### src/rtl/gcd_ctrl.sv
// Sequencer for the subtractive GCD engine: accepts operand pairs, loads and runs
// the engine, bypasses zero operands, abandons runaway jobs and returns results.
module gcd_ctrl #(
    parameter int unsigned WIDTH   = 40,
    parameter int unsigned CNT_W   = 24,
    parameter int unsigned TIMEOUT = 24'hFFFFFF
) (
    input  logic             clk,
    input  logic             reset,
    input  logic             in_valid,
    output logic             in_ready,
    input  logic [WIDTH-1:0] in_x,
    input  logic [WIDTH-1:0] in_y,
    output logic             out_valid,
    input  logic             out_ready,
    output logic [WIDTH-1:0] out_gcd,
    output logic             out_coprime,
    output logic             out_zero,
    output logic             out_timeout,
    output logic [CNT_W-1:0] out_cycles,
    output logic             eng_reset,
    output logic [WIDTH-1:0] eng_x,
    output logic [WIDTH-1:0] eng_y,
    input  logic [WIDTH-1:0] eng_result
);

    typedef enum logic [1:0] {
        IDLE,
        LOAD,
        RUN,
        DONE
    } state_t;

    localparam logic [CNT_W-1:0] TO_LAST = CNT_W'(TIMEOUT - 1);

    state_t           state_q;
    logic             in_ready_q;
    logic             out_valid_q;
    logic [WIDTH-1:0] out_gcd_q;
    logic             out_coprime_q;
    logic             out_zero_q;
    logic             out_timeout_q;
    logic [CNT_W-1:0] out_cycles_q;
    logic             eng_reset_q;
    logic [WIDTH-1:0] eng_x_q;
    logic [WIDTH-1:0] eng_y_q;
    logic [CNT_W-1:0] cnt_q;
    logic [CNT_W-1:0] cnt_d;
    logic [WIDTH-1:0] bypass_gcd_d;

    // Saturating increment of the RUN-cycle counter.
    always_comb begin
        cnt_d        = (cnt_q == '1) ? cnt_q : cnt_q + 1'b1;
        bypass_gcd_d = in_x | in_y;
    end

    always_ff @(posedge clk or posedge reset) begin
        if (reset) begin
            state_q       <= IDLE;
            in_ready_q    <= 1'b0;
            out_valid_q   <= 1'b0;
            out_gcd_q     <= '0;
            out_coprime_q <= 1'b0;
            out_zero_q    <= 1'b0;
            out_timeout_q <= 1'b0;
            out_cycles_q  <= '0;
            eng_reset_q   <= 1'b1;
            eng_x_q       <= '0;
            eng_y_q       <= '0;
            cnt_q         <= '0;
        end else begin
            case (state_q)
                IDLE: begin
                    if (in_ready_q && in_valid) begin
                        eng_x_q    <= in_x;
                        eng_y_q    <= in_y;
                        cnt_q      <= '0;
                        in_ready_q <= 1'b0;
                        if (in_x == '0 || in_y == '0) begin
                            state_q       <= DONE;
                            out_valid_q   <= 1'b1;
                            out_zero_q    <= 1'b1;
                            out_cycles_q  <= '0;
                            out_gcd_q     <= bypass_gcd_d;
                            out_coprime_q <= (bypass_gcd_d == WIDTH'(1));
                        end else begin
                            state_q <= LOAD;
                        end
                    end else begin
                        in_ready_q <= 1'b1;
                    end
                end
                LOAD: begin
                    state_q     <= RUN;
                    eng_reset_q <= 1'b0;
                end
                RUN: begin
                    if (eng_result != '0) begin
                        state_q       <= DONE;
                        eng_reset_q   <= 1'b1;
                        out_valid_q   <= 1'b1;
                        out_gcd_q     <= eng_result;
                        out_coprime_q <= (eng_result == WIDTH'(1));
                        out_cycles_q  <= cnt_q;
                    end else if (cnt_q == TO_LAST) begin
                        // The final busy cycle is counted, so a timeout reports TIMEOUT cycles.
                        state_q       <= DONE;
                        eng_reset_q   <= 1'b1;
                        out_valid_q   <= 1'b1;
                        out_gcd_q     <= '0;
                        out_coprime_q <= 1'b0;
                        out_timeout_q <= 1'b1;
                        out_cycles_q  <= cnt_d;
                    end else begin
                        cnt_q <= cnt_d;
                    end
                end
                DONE: begin
                    if (out_ready) begin
                        state_q       <= IDLE;
                        in_ready_q    <= 1'b1;
                        out_valid_q   <= 1'b0;
                        out_coprime_q <= 1'b0;
                        out_zero_q    <= 1'b0;
                        out_timeout_q <= 1'b0;
                    end
                end
                default: state_q <= IDLE;
            endcase
        end
    end

    assign in_ready    = in_ready_q;
    assign out_valid   = out_valid_q;
    assign out_gcd     = out_gcd_q;
    assign out_coprime = out_coprime_q;
    assign out_zero    = out_zero_q;
    assign out_timeout = out_timeout_q;
    assign out_cycles  = out_cycles_q;
    assign eng_reset   = eng_reset_q;
    assign eng_x       = eng_x_q;
    assign eng_y       = eng_y_q;

endmodule

### config.mk
export PLATFORM = sky130hd
export DESIGN_NAME = gcd_ctrl
export DESIGN_NICKNAME = d
export VERILOG_FILES = /design/src/rtl/gcd_ctrl.sv
export SDC_FILE = /design/constraint.sdc
export NUM_CORES = 1
export LEC_CHECK = 0
export ABC_CLOCK_PERIOD_IN_PS = 14300
export CORE_MARGIN = 2
export CORE_UTILIZATION = 51
export DETAILED_ROUTE_END_ITERATION = 6
export PLACE_DENSITY = 0.94
export RECOVER_POWER = 100
export SLEW_MARGIN = 10
export SYNTH_ARGS = -nofsm -noshare
export SYNTH_HDL_FRONTEND = slang
export SYNTH_SLANG_ARGS = --single-unit
### constraint.sdc
create_clock -name clk -period 14.3 [get_ports clk]
set_clock_uncertainty 0.2 [all_clocks]
set_input_delay 1.43 -clock clk [delete_from_list [all_inputs] [get_ports clk]]
set_output_delay 1.43 -clock clk [all_outputs]
set_load 0.02 [all_outputs]
=== After elaboration in Yosys (flattened, before gate mapping) ===
Index checks and enable logic that the tools add are counted.

* Register bits after elaboration: 176
* Output and inout port bits: 150
* Word-level logic and storage cells: 87
* Input port bits: 124

* Bitwise logic cells: 1
* Add/sub/neg operators: 1
* Mux-type cells: 39
* Reductions and logical operators: 20
* Equality and inequality tests: 14

{| class="wikitable"
|+ Operators by type and width
! cell !! number
|-
| 2-to-1 mux 24 bit || 8
|-
| 2-to-1 mux 40 bit || 4
|-
| case mux 24 bit (2 select lines) || 2
|-
| equality test 40 x 1 -> 1 bit (second input constant) || 2
|-
| logical NOT 40 bit || 2
|-
| case mux 40 bit (2 select lines) || 1
|-
| equality test 24 bit (second input constant) || 2
|-
| OR 40 bit || 1
|-
| nonzero test 40 bit || 1
|-
| adder 24 x 1 -> 24 bit (second input constant) || 1
|-
| AND reduction 4 bit || 4
|-
| 2-to-1 mux 1 bit || 12
|-
| inequality test 2 bit (second input constant) || 6
|-
| 2-to-1 mux 2 bit || 5
|-
| case mux 1 bit (2 select lines) || 4
|-
| case mux 2 bit (4 select lines) || 1
|-
| nonzero test 2 bit || 4
|-
| case mux 1 bit (3 select lines) || 2
|-
| AND reduction 2 bit || 3
|-
| AND reduction 5 bit || 1
|-
| equality test 2 bit (second input constant) || 2
|-
| inequality test 3 bit (second input constant) || 1
|-
| AND reduction 3 bit || 1
|-
| nonzero test 3 bit || 1
|-
| 4 further kinds || 4
|}

=== Depth between registers and ports, before layout ===
* Depth in word-level cells: 5
* Mapped depth: 11
* Depth with buffers taken out: 8

=== Least setup slack after synthesis ===
No wires, ideal clock.

* Path kind: input port to flip-flop
* Start point: input port in_y[4]
* End point: register out_gcd_q[21], in the netlist out_gcd[21]
* Path slack: 10.466 ns
* Path buffers: 1
* Arrival: 3.509 ns
* Data required time: 13.975 ns
* Library setup time: 0.125 ns
* Cell stages on the path: 7
* Path through: nor4_1 -> nand4_1 -> or3_1 -> o221a_2 -> a211oi_4 -> buf_6 -> mux2_2

* Word-level cells in the longest chain between the ends: 4

{| class="wikitable"
|+ Ends and longest elaborated chain
! item !! RTL line !! source
|-
| start, declared || 13 || <nowiki>input logic [WIDTH-1:0] in_y,</nowiki>
|-
| logical NOT 40 bit || 79 || <nowiki>if (in_x == '0 || in_y == '0) begin</nowiki>
|-
| logical OR 1 bit || 79 ||
|-
| inequality test 2 bit (no source line) || - ||
|-
| AND reduction 4 bit (no source line) || - ||
|-
| end signal, assigned || 84 || <nowiki>out_gcd_q <= bypass_gcd_d;</nowiki>
|-
| end signal, assigned || 102 || <nowiki>out_gcd_q <= eng_result;</nowiki>
|-
| end, declared || 39 || <nowiki>logic [WIDTH-1:0] out_gcd_q;</nowiki>
|}

Every way passes these cells.
A chain may end at the register's enable or synchronous reset.

=== Final worst setup path ===
* Start point: input port eng_result[14]
* End point: register cnt_q[11]

* Word-level cells in the longest chain between the ends: 3

{| class="wikitable"
|+ Ends and longest elaborated chain
! item !! RTL line !! source
|-
| start, declared || 24 || <nowiki>input logic [WIDTH-1:0] eng_result</nowiki>
|-
| nonzero test 40 bit || 98 || <nowiki>if (eng_result != '0) begin</nowiki>
|-
| inequality test 2 bit (no source line) || - ||
|-
| AND reduction 4 bit (no source line) || - ||
|-
| end signal, assigned || 115 || <nowiki>cnt_q <= cnt_d;</nowiki>
|-
| end, declared || 47 || <nowiki>logic [CNT_W-1:0] cnt_q;</nowiki>
|}

Every way passes these cells.

==> flow_summary.json <==
{
  "outcome": "finished, violations left",
  "violations": "max-capacitance violations, max-slew violations",
  "regArea_um2": 4410,
  "setup_tns_ps": 0,
  "crit_path_start_kind": "primary input",
  "p_comb_share_pct": 47.4,
  "synth.cell_area_um2": 8640,
  "antenna_cells": 0,
  "ir_drop_mv": 0.148,
  "path_max_fanout": 41,
  "synth-seq-cells": 176,
  "multi_input_area_um2": 3960,
  "cts_resized": 0,
  "synth.avg_cell_area_um2": 10.9,
  "synth.yosys.seq_area_share_pct": 51.0,
  "end_kind": "register",
  "drive_gt1_share_pct": 15.9,
  "ios": 274,
  "p_sw_share_pct": 37.6,
  "synth_fp_nets": 923,
  "viasPerCell": 5.96,
  "pwr-share-seq_pct": 32.6,
  "gp_congestion": 0.942,
  "dpl_cell_area_um2": 11500,
  "cts_setup_buffers": 0,
  "syn_inst": 793,
  "rsz0062_at_grt": "no",
  "path_clk_slew_ps": 60,
  "wire_per_inst_um": 21.3,
  "synth.largest_area_cell": "dfrtp_1",
  "synth_commonest_cells": "dfrtp_1 (175), mux2_2 (127), o21ai_0 (72), nand2_1 (63), nor2_1 (62)",
  "nets": 1172,
  "h-tree-depth": 4,
  "cts_tree": "built",
  "clkLatencyLatePin_ps": 430,
  "yosys.area_share.simple_pct": 14.7,
  "clockBufferDepth": 2,
  "tightest_slew_ps": 4670,
  "fill_cells": 1135,
  "fin_crit_ps": 6580,
  "cts_sinks": 176,
  "crit_type": "primary input to register",
  "vias": 7588,
  "p_int_mw": 1.49,
  "synth.most_common_cell": "dfrtp_1",
  "hpwl_um": 19800,
  "pre_cts_slack_ps": 9280,
  "worst_hold_slack_ps": 280,
  "drc": 0,
  "async_flop_share_pct": 100,
  "synthAdderAreaFrac_pct": 0.869,
  "synthDistinctLibCells": 54,
  "slew_violations": 288,
  "wl_um": 27100,
  "synth_largest_type_area_fraction_pct": 50.7,
  "antenna_found_initial": 0,
  "p_clk_share_pct": 20.0,
  "dieArea_um2": 18000,
  "grt_first_pass_wirelength_um": 42600,
  "fin_ws_ps": 7720,
  "grt_max_degree": 95,
  "portBuffers": 273,
  "finalSetupViolations": 0,
  "fmax_mhz": 152,
  "hold_class": "register to register",
  "muxShareOfSynthArea_pct": 19.1,
  "initial_core_util_pct": 52.1,
  "fin_area_um2": 12100,
  "grt_usage_pct": 30.7,
  "fin_total_pwr_mw": 2.38,
  "ys.flop_type": "dfrtp_1",
  "drt_iter0_drc": 520,
  "synth_top_family_by_area": "multiplexers",
  "p_leak_nw": 4.97,
  "grt_overflow": 0,
  "synth_area_leaders": "dfrtp_1 (51%), mux2_2 (17%), o21ai_0 (4.2%), nand2_1 (2.7%), nor2_1 (2.7%)",
  "power.switching_uw": 896,
  "synth-edff-count": 0,
  "synth_xor_xnor_area_share_pct": 0.101,
  "crit_arrival_ps": 6730,
  "grt_pass1_vias": 7920,
  "yosysWarnings": 0,
  "period_share_pct": 46.0,
  "power.density_nw_per_um2": 198,
  "critPathRequiredTime_ps": 14460,
  "die_x_um": 134,
  "relSlewSlack_pct": -211,
  "cts_buffers": 17,
  "core.rowCount": 47,
  "ant_nets": 0,
  "cts_hold_buf": 0,
  "cts_root_buf": "clkbuf_16",
  "hold_viol_final": 0,
  "coreArea_um2": 16600,
  "die_h_um": 134,
  "syn2layout_area_growth_pct": 39.5,
  "drt-pass1-iter-count": 5,
  "maxCapViolations": 6,
  "synth_compound_area_share_pct": 10.9
}
cell usage in the layout, fill, tap and decap left out, types with 3 or more instances in the layout:
cell             Yosys  routed
a211o_1              5       5
a21o_1               4       4
a21oi_1             26      26
a221o_1             11      11
a22o_1               3       3
a31oi_1              4       4
and2_1               4       4
and3_1              23      23
and4_1               4       4
bufinv_16            0       3
clkbuf_1            37       6
clkbuf_16            0      17
clkdlybuf4s50_1      0     119
dfrtp_1            175     175
dlygate4sd3_1        0     154
ha_1                 6       5
inv_1               14      13
mux2_1              14      14
mux2_2             127     127
mux2i_1              6       6
nand2_1             63      63
nand3_1             11      10
nand4_1             10      10
nor2_1              62      63
nor3_1              12      12
nor4_1              30      30
o2111ai_1            4       4
o211ai_1             3       3
o21ai_0             72      72
o2bb2ai_1            3       3
o31ai_1              3       3
or3_1               19      19
metal layers:
layer  wire (um)  track usage (%)  vias to the layer above
met5           0                0                        -
met4        1240             13.6                        0
met3        1980             8.43                       77
met2       13800             52.9                      358
met1       10100             36.2                     3751
li1            -                -                     3402
power by group through the flow:
stage / clock network, mW / registers (mW) / logic (mW)
4_1_cts: 0.481 / 0.784 / 1.18
3_5_place_dp: 0 / 0.789 / 1.17
2_1_floorplan: 0 / 0.993 / 0.430
3_3_place_gp: 0 / 0.773 / 1.14
5_1_grt: 0.502 / 0.797 / 1.18
6_report: 0.477 / 0.777 / 1.13
logic make-up after synthesis:
kind of cell,after synthesis
buffers and inverters,63
DFF,176
adders and majority gates,6
xor gates and xnor gates,1
muxes,147
and+or+nand+nor,251
AOI/OAI and AO/OA,149
cell type report:
type                       instances  share of cell area [%]
clock buffer                      21                    3.82
clock inverter                     9                    1.11
inverter                          14                   0.446
multi-input combinational        554                    32.9
sequential                       176                    36.6
tap                              220                    2.28
timing repair buffer             279                    22.9
per-stage QoR:
step	util (%)	instances
floorplan	-	793
global placement	69.3	1243
detailed placement	69.3	1243
CTS	72.9	1273
global route	72.7	1273
finish	72.7	1273
sequential cells by signal, summed over array words and instances, names as in the netlist:
signal       count
eng_y           40
in_ready         1
cnt_q           24
eng_reset        1
out_cycles      24
eng_x           40
out_coprime      1
out_valid        1
out_zero         1
out_gcd         40
out_timeout      1
state_q          2
worst max-delay path, cell delays in order:
cell and delay (ps):
dlygate4sd3_1 560, nor4_1 390, nand4_1 310, or4b_1 560, clkbuf_1 580, nor3_1 2360, and3_1 400, a221o_1 120
path summary, 6_finish.rpt:
path / startpoint / endpoint / slack (ps) / cells after the start
max: eng_result[14] / cnt_q[11] / 7720 / 8
min: out_cycles[14] / out_cycles[14] / 280 / 1
max reg2reg: state_q[0] / cnt_q[11] / 8540 / 9
min reg2reg: out_cycles[14] / out_cycles[14] / 280 / 1
max in group asynchronous: reset / out_gcd[24] / 8960 / 3
min in group asynchronous: reset / out_cycles[2] / 2460 / 2
Note: power is estimated with default switching activity, not from simulation.
